--- src/rtl/spi_top.sv ---
// spi_top - board-level SPI master demo (mode 0, MSB first, 8-bit frames).
//
// Pushing the start button shifts the switch byte out on the GPIO header
// and captures the byte returned on MISO. The LEDs show either the last
// received byte or a count of completed frames.
//
// Ports:
//   clk         system clock
//   rst         asynchronous reset, active-low
//   leds        received byte, or frame count when xb_buttons[0] is high
//   buttons     [0] start, [1] clear, [3:2] not used by the logic
//   switches    byte to transmit
//   xb_buttons  [0] display select (1 = frame count), [2:1] not used
//   gpio        [21] SCLK, [22] MOSI, [23] MISO (input), [24] CS_n,
//               [35:25] left floating
module spi_top #(
  parameter int CLK_DIV     = 4,
  parameter int SYNC_STAGES = 2
) (
  input  logic       clk,
  input  logic       rst,
  output logic [7:0] leds,
  input  logic [3:0] buttons,
  input  logic [7:0] switches,
  input  logic [2:0] xb_buttons,
  inout  wire [35:21] gpio
);

  localparam int DIV_W = (CLK_DIV > 1) ? $clog2(CLK_DIV) : 1;
  localparam logic [DIV_W-1:0] DIV_MAX = DIV_W'(CLK_DIV - 1);

  typedef enum logic [2:0] {IDLE, SETUP, HIGH, LOW, DONE} state_t;

  state_t state, next_state;

  logic [SYNC_STAGES-1:0] start_sync, clear_sync, disp_sync;
  logic start_prev, clear_prev;
  logic start_pulse, clear_pulse;

  logic [DIV_W-1:0] div_cnt;
  logic             div_done;
  logic [2:0]       bit_cnt;
  logic [7:0]       tx_shift, rx_shift;
  logic [7:0]       rx_reg, frame_cnt;
  logic             sclk, mosi, cs_n;
  logic             miso;

  // Unused board inputs are folded here so they are visibly accounted for.
  logic unused_inputs;
  assign unused_inputs = ^{buttons[3:2], xb_buttons[2:1]};

  assign gpio[21]    = sclk;
  assign gpio[22]    = mosi;
  assign gpio[23]    = 1'bz;
  assign gpio[24]    = cs_n;
  assign gpio[35:25] = 'z;
  assign miso        = gpio[23];

  // Button synchronizers plus the previous-value flops for edge detection.
  always_ff @(posedge clk or negedge rst) begin
    if (!rst) begin
      start_sync <= '0;
      clear_sync <= '0;
      disp_sync  <= '0;
      start_prev <= 1'b0;
      clear_prev <= 1'b0;
    end else begin
      start_sync[0] <= buttons[0];
      clear_sync[0] <= buttons[1];
      disp_sync[0]  <= xb_buttons[0];
      for (int i = 1; i < SYNC_STAGES; i++) begin
        start_sync[i] <= start_sync[i-1];
        clear_sync[i] <= clear_sync[i-1];
        disp_sync[i]  <= disp_sync[i-1];
      end
      start_prev <= start_sync[SYNC_STAGES-1];
      clear_prev <= clear_sync[SYNC_STAGES-1];
    end
  end

  assign start_pulse = start_sync[SYNC_STAGES-1] & ~start_prev;
  assign clear_pulse = clear_sync[SYNC_STAGES-1] & ~clear_prev;

  always_ff @(posedge clk or negedge rst) begin
    if (!rst) state <= IDLE;
    else      state <= next_state;
  end

  always_comb begin
    next_state = state;
    div_done   = (div_cnt == DIV_MAX);
    case (state)
      IDLE:  if (start_pulse) next_state = SETUP;
      SETUP: if (div_done) next_state = HIGH;
      HIGH:  if (div_done) next_state = LOW;
      LOW:   if (div_done) next_state = (bit_cnt == 3'd0) ? DONE : HIGH;
      DONE:  next_state = IDLE;
      default: next_state = IDLE;
    endcase
  end

  // Pin registers are computed from next_state so SCLK/CS_n change on the
  // same edge as the state they belong to, glitch-free and without lag.
  // Entry actions (MISO sample, MOSI shift) likewise key on the transition.
  always_ff @(posedge clk or negedge rst) begin
    if (!rst) begin
      div_cnt   <= '0;
      bit_cnt   <= 3'd0;
      tx_shift  <= 8'h00;
      rx_shift  <= 8'h00;
      rx_reg    <= 8'h00;
      frame_cnt <= 8'h00;
      sclk      <= 1'b0;
      mosi      <= 1'b0;
      cs_n      <= 1'b1;
      leds      <= 8'h00;
    end else begin
      if (next_state != state || state == IDLE || state == DONE) div_cnt <= '0;
      else                                                     div_cnt <= div_cnt + 1'b1;

      sclk <= (next_state == HIGH);
      cs_n <= !(next_state == SETUP || next_state == HIGH || next_state == LOW);

      if (state == IDLE && start_pulse) begin
        tx_shift <= switches;
        bit_cnt  <= 3'd7;
        mosi     <= switches[7];
      end

      if (state == HIGH && next_state == LOW) begin
        tx_shift <= {tx_shift[6:0], 1'b0};
        mosi     <= tx_shift[6];
      end

      if (state == LOW && next_state == HIGH) bit_cnt <= bit_cnt - 3'd1;

      if (state != HIGH && next_state == HIGH) rx_shift <= {rx_shift[6:0], miso};

      if (next_state == DONE) mosi <= 1'b0;

      // Clear has priority over a coinciding frame completion.
      if (clear_pulse) begin
        rx_reg    <= 8'h00;
        frame_cnt <= 8'h00;
      end else if (state == DONE) begin
        rx_reg    <= rx_shift;
        frame_cnt <= frame_cnt + 8'd1;
      end

      leds <= disp_sync[SYNC_STAGES-1] ? frame_cnt : rx_reg;
    end
  end

endmodule

--- config.mk ---
export PLATFORM = sky130hd
export DESIGN_NAME = spi_top
export DESIGN_NICKNAME = d
export VERILOG_FILES = /design/src/rtl/spi_top.sv
export SDC_FILE = /design/constraint.sdc
export NUM_CORES = 1
export LEC_CHECK = 0
export ABC_AREA = 1
export CAP_MARGIN = 40
export CELL_PAD_IN_SITES_DETAIL_PLACEMENT = 1
export CELL_PAD_IN_SITES_GLOBAL_PLACEMENT = 1
export CORE_MARGIN = 5
export CORE_UTILIZATION = 44
export CTS_CLUSTER_DIAMETER = 200
export DETAILED_ROUTE_END_ITERATION = 6
export PLACE_DENSITY = 0.89
export SYNTH_ARGS = -nofsm -noshare
export SYNTH_HDL_FRONTEND = slang
export SYNTH_SLANG_ARGS = --single-unit
--- constraint.sdc ---
create_clock -name clk -period 2.6 [get_ports clk]
set_clock_uncertainty 0.05 [all_clocks]
set_input_delay 0.52 -clock clk [delete_from_list [all_inputs] [get_ports clk]]
set_output_delay 0.52 -clock clk [all_outputs]
set_load 0.005 [all_outputs]
==> metrics.csv, run 1 <==
metric,value,unit
status,completed,
synthesized area per cell,9.75,um^2
Clock H-tree levels,3,
Rel. slew slack,45.4,%
Residual DRC,0,
Tmin final,1.87,ns
# setup viols final,0,
max-cap violations,0,
num ports,40,
Root Buffer,clkbuf_8,
post-synthesis async set-or-reset flop share,100,%
dpl hpwl,3830,um
Sink Count,58,
Die W,86.8,um
Bufs on Longest Clock Path,2,
WL final,5350,um
Critical Path Source Type,register,
GRT Util Overall,16.6,%
global-route wire length before repair,9340,um
Antenna diodes,0,
Syn Inst Count,266,
Inst Count DP,358,
vias in the first global route,2005,
"CP delay by family, top",simple AND/OR/NAND/NOR gates,
FF-to-FF End,frame_cnt[4],
clk_lat worst skew,0.33,ns
vias per inst,5.01,
largest area contributor in the netlist,dfrtp_1,
Core Box Area,5820,um^2
Layout Cells excl Fill,373,
post-cts resize count,0,
Post-synth EDFFs,0,
RSZ-0062 raised after global routing,no,
Crit path largest cell delay,0.46,ns
Leakage,0.00142,uW
vias,1869,
Post-DRT Antenna Nets,0,
largest cells by area after synthesis,"dfrtp_1 55%, nand2_1 6.8%, inv_1 6.4%",
initial DRC count,74,
hold-fix buffers at CTS,0,
Peak VDD IR,0.492,mV
clk slew on worst S/H paths,0.06,ns
CTS tree,built,
CP max-delay cell,nand2_1,
DP Area,2830,um^2
Pwr per Cell Area,779,nW/um^2
total power,2360,uW
"flops & latches, synth",58,
Die Y,86.8,um
layout cell share with drive strength beyond 1,14.8,%
Layout area overhead,16.8,%
"most used cell, CP",nand2_1,
crit path kind,register to register,
Final Wtd Congestion,0.777,
max-slew violation count,0,
Die Footprint,7530,um^2
total CTS buffers,9,
Starting Density,44.6,%
Mapped Area,2590,um^2
WP data required,2.77,ns
final worst path period share,72.1,%
WP buf/inv,0,
# Post-CTS Setup Buffers,0,
total gr overflow,0,
DRT Pass-1 Iters,4,
RR Startpoint,state[0],
Critical Path Start,state[0],
initial antenna violation count,0,
nets@finish,316,
I/O Buffers,20,
Syn. warnings,0,
crit path DAT,2.04,ns
worst-path fanout max,18,
final hold violations,0,
Slew @ Worst Pin,0.819,ns
sequential element share of the synthesized area,56.0,%
Synth top area share,55.0,%
drt wl/cell,14.3,um
"Top FF cell, synth",dfrtp_1,
R2R cell count,6,
TNS Setup,0,ns
Final Cell Area,3030,um^2
FMAX,533,MHz
hold crit path type,input pin to asynchronous set/reset pin,
largest net degree at the start of global routing,38,
crit-path cells,nor2_1 -> nand2_1 -> nand2_1 -> nand3_1 -> o21ai_0 -> a21oi_1,
row count,28,
"Core Util, Final",52.1,%
kind of end point of the critical path,register,
R2R setup slack,0.73,ns
count of cell types in the netlist,27,
layout make-up:
class | instances | area [um^2]
Inverter | 47 | 176
Timing Repair Buffer | 22 | 210
Clock buffer | 13 | 169
Clock inverter | 2 | 35.0
Fill cell | 672 | 2790
Tap cell | 75 | 93.8
Multi-Input combinational cell | 156 | 892
Sequential cell | 58 | 1450
kinds of logic after synthesis:
logic type | Yosys count | synth area share (%)
AND/OR/NAND/NOR | 95 | 19.4
buffers and inverters | 63 | 11.2
flip-flops | 58 | 56.0
AO/OA/AOI/OAI | 43 | 10.5
adder cells (fa/ha/maj) | 5 | 2.41
XOR/XNOR | 1 | 0.338
other | 1 | 0.145
synth_stat cells (5+ instances only):
library cell  instances
dfrtp_1              57
nand2_1              47
inv_1                44
o21ai_0              19
buf_4                12
nand3_1              10
nand4_1               9
nor2_1                9
o21ai_2               7
o22ai_1               7
o221ai_1              6
ha_1                  5
nand2_2               5
power by group:
part | internal (uW) | switching (uW)
registers | 1030 | 71.5
logic | 145 | 270
clock network | 514 | 334
cells in the final DEF (no fill, tap or decap), drive strengths merged, types with 9 or more instances in the layout:
master,count
clkdlybuf4s50,19
nor2,13
clkbuf,13
nand3,15
nand2,54
nand4,9
o21ai,26
inv,47
conb,12
dfrtp,57
per-layer routing:
metal / wire, um / vias to the layer above / track usage [%]
li1: - / 894 / -
met3: 191 / 8 / 6.65
met1: 2250 / 938 / 19.1
met2: 2790 / 29 / 27.3
met4: 121 / 0 / 7.22
met5: 0 / - / 0
worst max path at each step:
stage / end / slack [ns] / cells after the start
finish: frame_cnt[4] / 0.73 / 6
global route: frame_cnt[5] / 0.55 / 7
CTS: frame_cnt[3] / 0.75 / 7
detailed placement: frame_cnt[3] / 0.76 / 6
global placement: frame_cnt[3] / 0.82 / 6
floorplan: rx_shift[3] / 1.09 / 10
per-stage QoR:
stage	hold slack, ns	worst slack (ns)
final	0.234	0.726
after global routing	0.268	0.551
after CTS	0.244	0.747
after global placement	0.282	0.817
after floorplan	0.174	1.09
after detailed placement	0.289	0.756
Power figures use the tool's default switching activity.
==> run 2, diff against run 1 <==
--- a/config.mk
+++ b/config.mk
@@ -10,10 +10,10 @@
 export CELL_PAD_IN_SITES_DETAIL_PLACEMENT = 1
 export CELL_PAD_IN_SITES_GLOBAL_PLACEMENT = 1
 export CORE_MARGIN = 5
-export CORE_UTILIZATION = 44
+export CORE_UTILIZATION = 41
 export CTS_CLUSTER_DIAMETER = 200
 export DETAILED_ROUTE_END_ITERATION = 6
-export PLACE_DENSITY = 0.89
+export PLACE_DENSITY = 0.84
 export SYNTH_ARGS = -nofsm -noshare
 export SYNTH_HDL_FRONTEND = slang
 export SYNTH_SLANG_ARGS = --single-unit
==> constraint.sdc (replaced) <==
create_clock -name clk -period 1.8 [get_ports clk]
set_clock_uncertainty 0.05 [all_clocks]
set_input_delay 0.36 -clock clk [delete_from_list [all_inputs] [get_ports clk]]
set_output_delay 0.36 -clock clk [all_outputs]
set_load 0.005 [all_outputs]
==> metrics.csv, run 2 (same netlist as run 1, synthesis figures left out) <==
metric,value,unit,change
status,completed,,
final hold violations,0,,unchanged
Residual DRC,0,,unchanged
uppermost layer routed,met4,,
# Post-CTS Setup Buffers,0,,unchanged
Tmin final,1.66,ns,-0.211 ns
row count,29,,+3.6%
Pwr per Cell Area,1100,nW/um^2,+40%
Antenna diodes,0,,unchanged
# setup viols final,0,,unchanged
crit-path cells,ha_1 -> inv_1 -> nand2_1 -> nand2_1 -> nor2_2 -> nor2_4 -> nand3_4 -> nand2_1 -> o21ai_2,,
total gr overflow,0,,unchanged
vias,1864,,-0.27%
Reg area,1450,um^2,unchanged
Post-DRT Antenna Nets,0,,unchanged
DP Area,2850,um^2,+0.80%
total CTS buffers,9,,unchanged
Critical Path Source Type,register,,
global-route wire length before repair,9710,um,+4.0%
WL final,5850,um,+9.4%
max-slew violation count,0,,unchanged
met1 wire length,2500,um,+11%
worst-path fanout max,8,,-10
Die W,89.5,um,+3.2%
initial DRC count,128,,+73%
met2 WL post-DR,3020,um,+8.4%
Clock H-tree levels,3,,unchanged
Layout area overhead,18.6,%,
CP max-delay cell,dfrtp_1,,
Final Cell Area,3080,um^2,+1.5%
dpl hpwl,4190,um,+9.3%
vias per inst,4.92,,-1.8%
met3 wire length,258,um,+35%
most frequent cells in the layout,"57 x dfrtp_1, 47 x nand2_1, 44 x inv_1",,
Final Wtd Congestion,0.762,,-1.9%
Leakage,0.00143,uW,+0.89%
clk slew on worst S/H paths,0.06,ns,about the same
Die Y,89.5,um,+3.2%
Root Buffer,clkbuf_8,,
Crit path largest cell delay,0.40,ns,-0.06 ns
FMAX,601,MHz,+13%
I/O Buffers,20,,unchanged
Sink Count,58,,unchanged
CTS tree,built,,
vias in the first global route,2041,,+1.8%
final worst path period share,92.4,%,+20 points
drt wl/cell,15.4,um,+7.7%
Core Box Area,6240,um^2,+7.3%
"most used cell, CP",nand2_1,,
crit path kind,register to register,,
clk_lat worst skew,0.33,ns,about the same
nets@finish,319,,+0.95%
"commonest non-fill, non-tap cell in the layout",dfrtp_1,,
crit path DAT,1.83,ns,-0.21 ns
TNS Setup,0,ns,unchanged
Die Footprint,8020,um^2,+6.5%
Fill cells,718,,+6.8%
hold crit path type,input pin to register,,
Bufs on Longest Clock Path,2,,unchanged
WP data required,1.97,ns,-0.80 ns
layout cell share with drive strength beyond 1,15.6,%,+0.80 points
footprint of the multi-input gates,917,um^2,+2.8%
R2R setup slack,0.14,ns,-0.59 ns
kind of end point of the critical path,register,,
Peak VDD IR,0.832,mV,+69%
Starting Density,41.6,%,-3.0 points
DRT Pass-1 Iters,4,,unchanged
largest net degree at the start of global routing,41,,+7.9%
max-cap violations,0,,unchanged
RSZ-0062 raised after global routing,yes,,
num ports,40,,unchanged
GRT Util Overall,16.4,%,-0.18 points
initial antenna violation count,0,,unchanged
## run 2: timing repair
item / CTS / global route
gates resized for setup: 0 / 2
endpoints found under the hold margin: 17 / 0
setup endpoints to repair: 0 / 7
hold buffers: 1 / 0
## run 2: critical path: cells and delay by family (launching register included)
family | cells | cell delay [ns]
buffers and inverters | 1 | 0.08
AO/OA/AOI/OAI | 1 | 0.05
adder cells (fa/ha/maj) | 1 | 0.25
flip-flops | 1 | 0.40
AND/OR/NAND/NOR | 6 | 0.70
## run 2: stage by stage
step	util (%)	setup slack [ns]	hold WS (ns)	power (uW)	std cells
finish	49.3	0.137	0.210	3370	379
global route	49.3	0.00245	0.226	3580	379
CTS	48.9	0.0700	0.192	3390	378
detailed placement	45.6	0.102	0.287	2230	361
global placement	45.6	0.165	0.279	2180	361
floorplan	-	0.293	0.0144	2060	277
## run 2: path summary, 6_finish.rpt
| kind | from | end | cells past startpoint |
|---|---|---|---|
| max | div_cnt[0] | rx_shift[4] | 9 |
| min | gpio[22] | gpio[22] | 4 |
| max reg2reg | div_cnt[0] | rx_shift[4] | 9 |
| min reg2reg | start_sync[0] | start_sync[1] | 0 |
| max in group asynchronous | rst | rx_reg[4] | 3 |
| min in group asynchronous | rst | bit_cnt[2] | 2 |
## run 2: per-layer routing
layer | vias to the layer above | GRT usage, %
met5 | - | 0
met4 | 0 | 7.44
met3 | 6 | 5.53
met2 | 35 | 26.9
met1 | 924 | 19.5
li1 | 899 | -
## run 2: layout make-up
class                      count  area share (%)
timing repair buffer          24            7.81
clock inverter                 2           0.325
multi-input combinational    157            29.8
inverter                      47            5.74
tap                           77            3.13
sequential                    58            47.2
clock buffer                  14            5.94
## run 2: power breakdown
| part | switching, uW | internal [uW] | leakage (uW) |
|---|---|---|---|
| logic | 418 | 222 | 0.000565 |
| registers | 108 | 1480 | 0.000762 |
| clock network | 493 | 646 | 0.000102 |
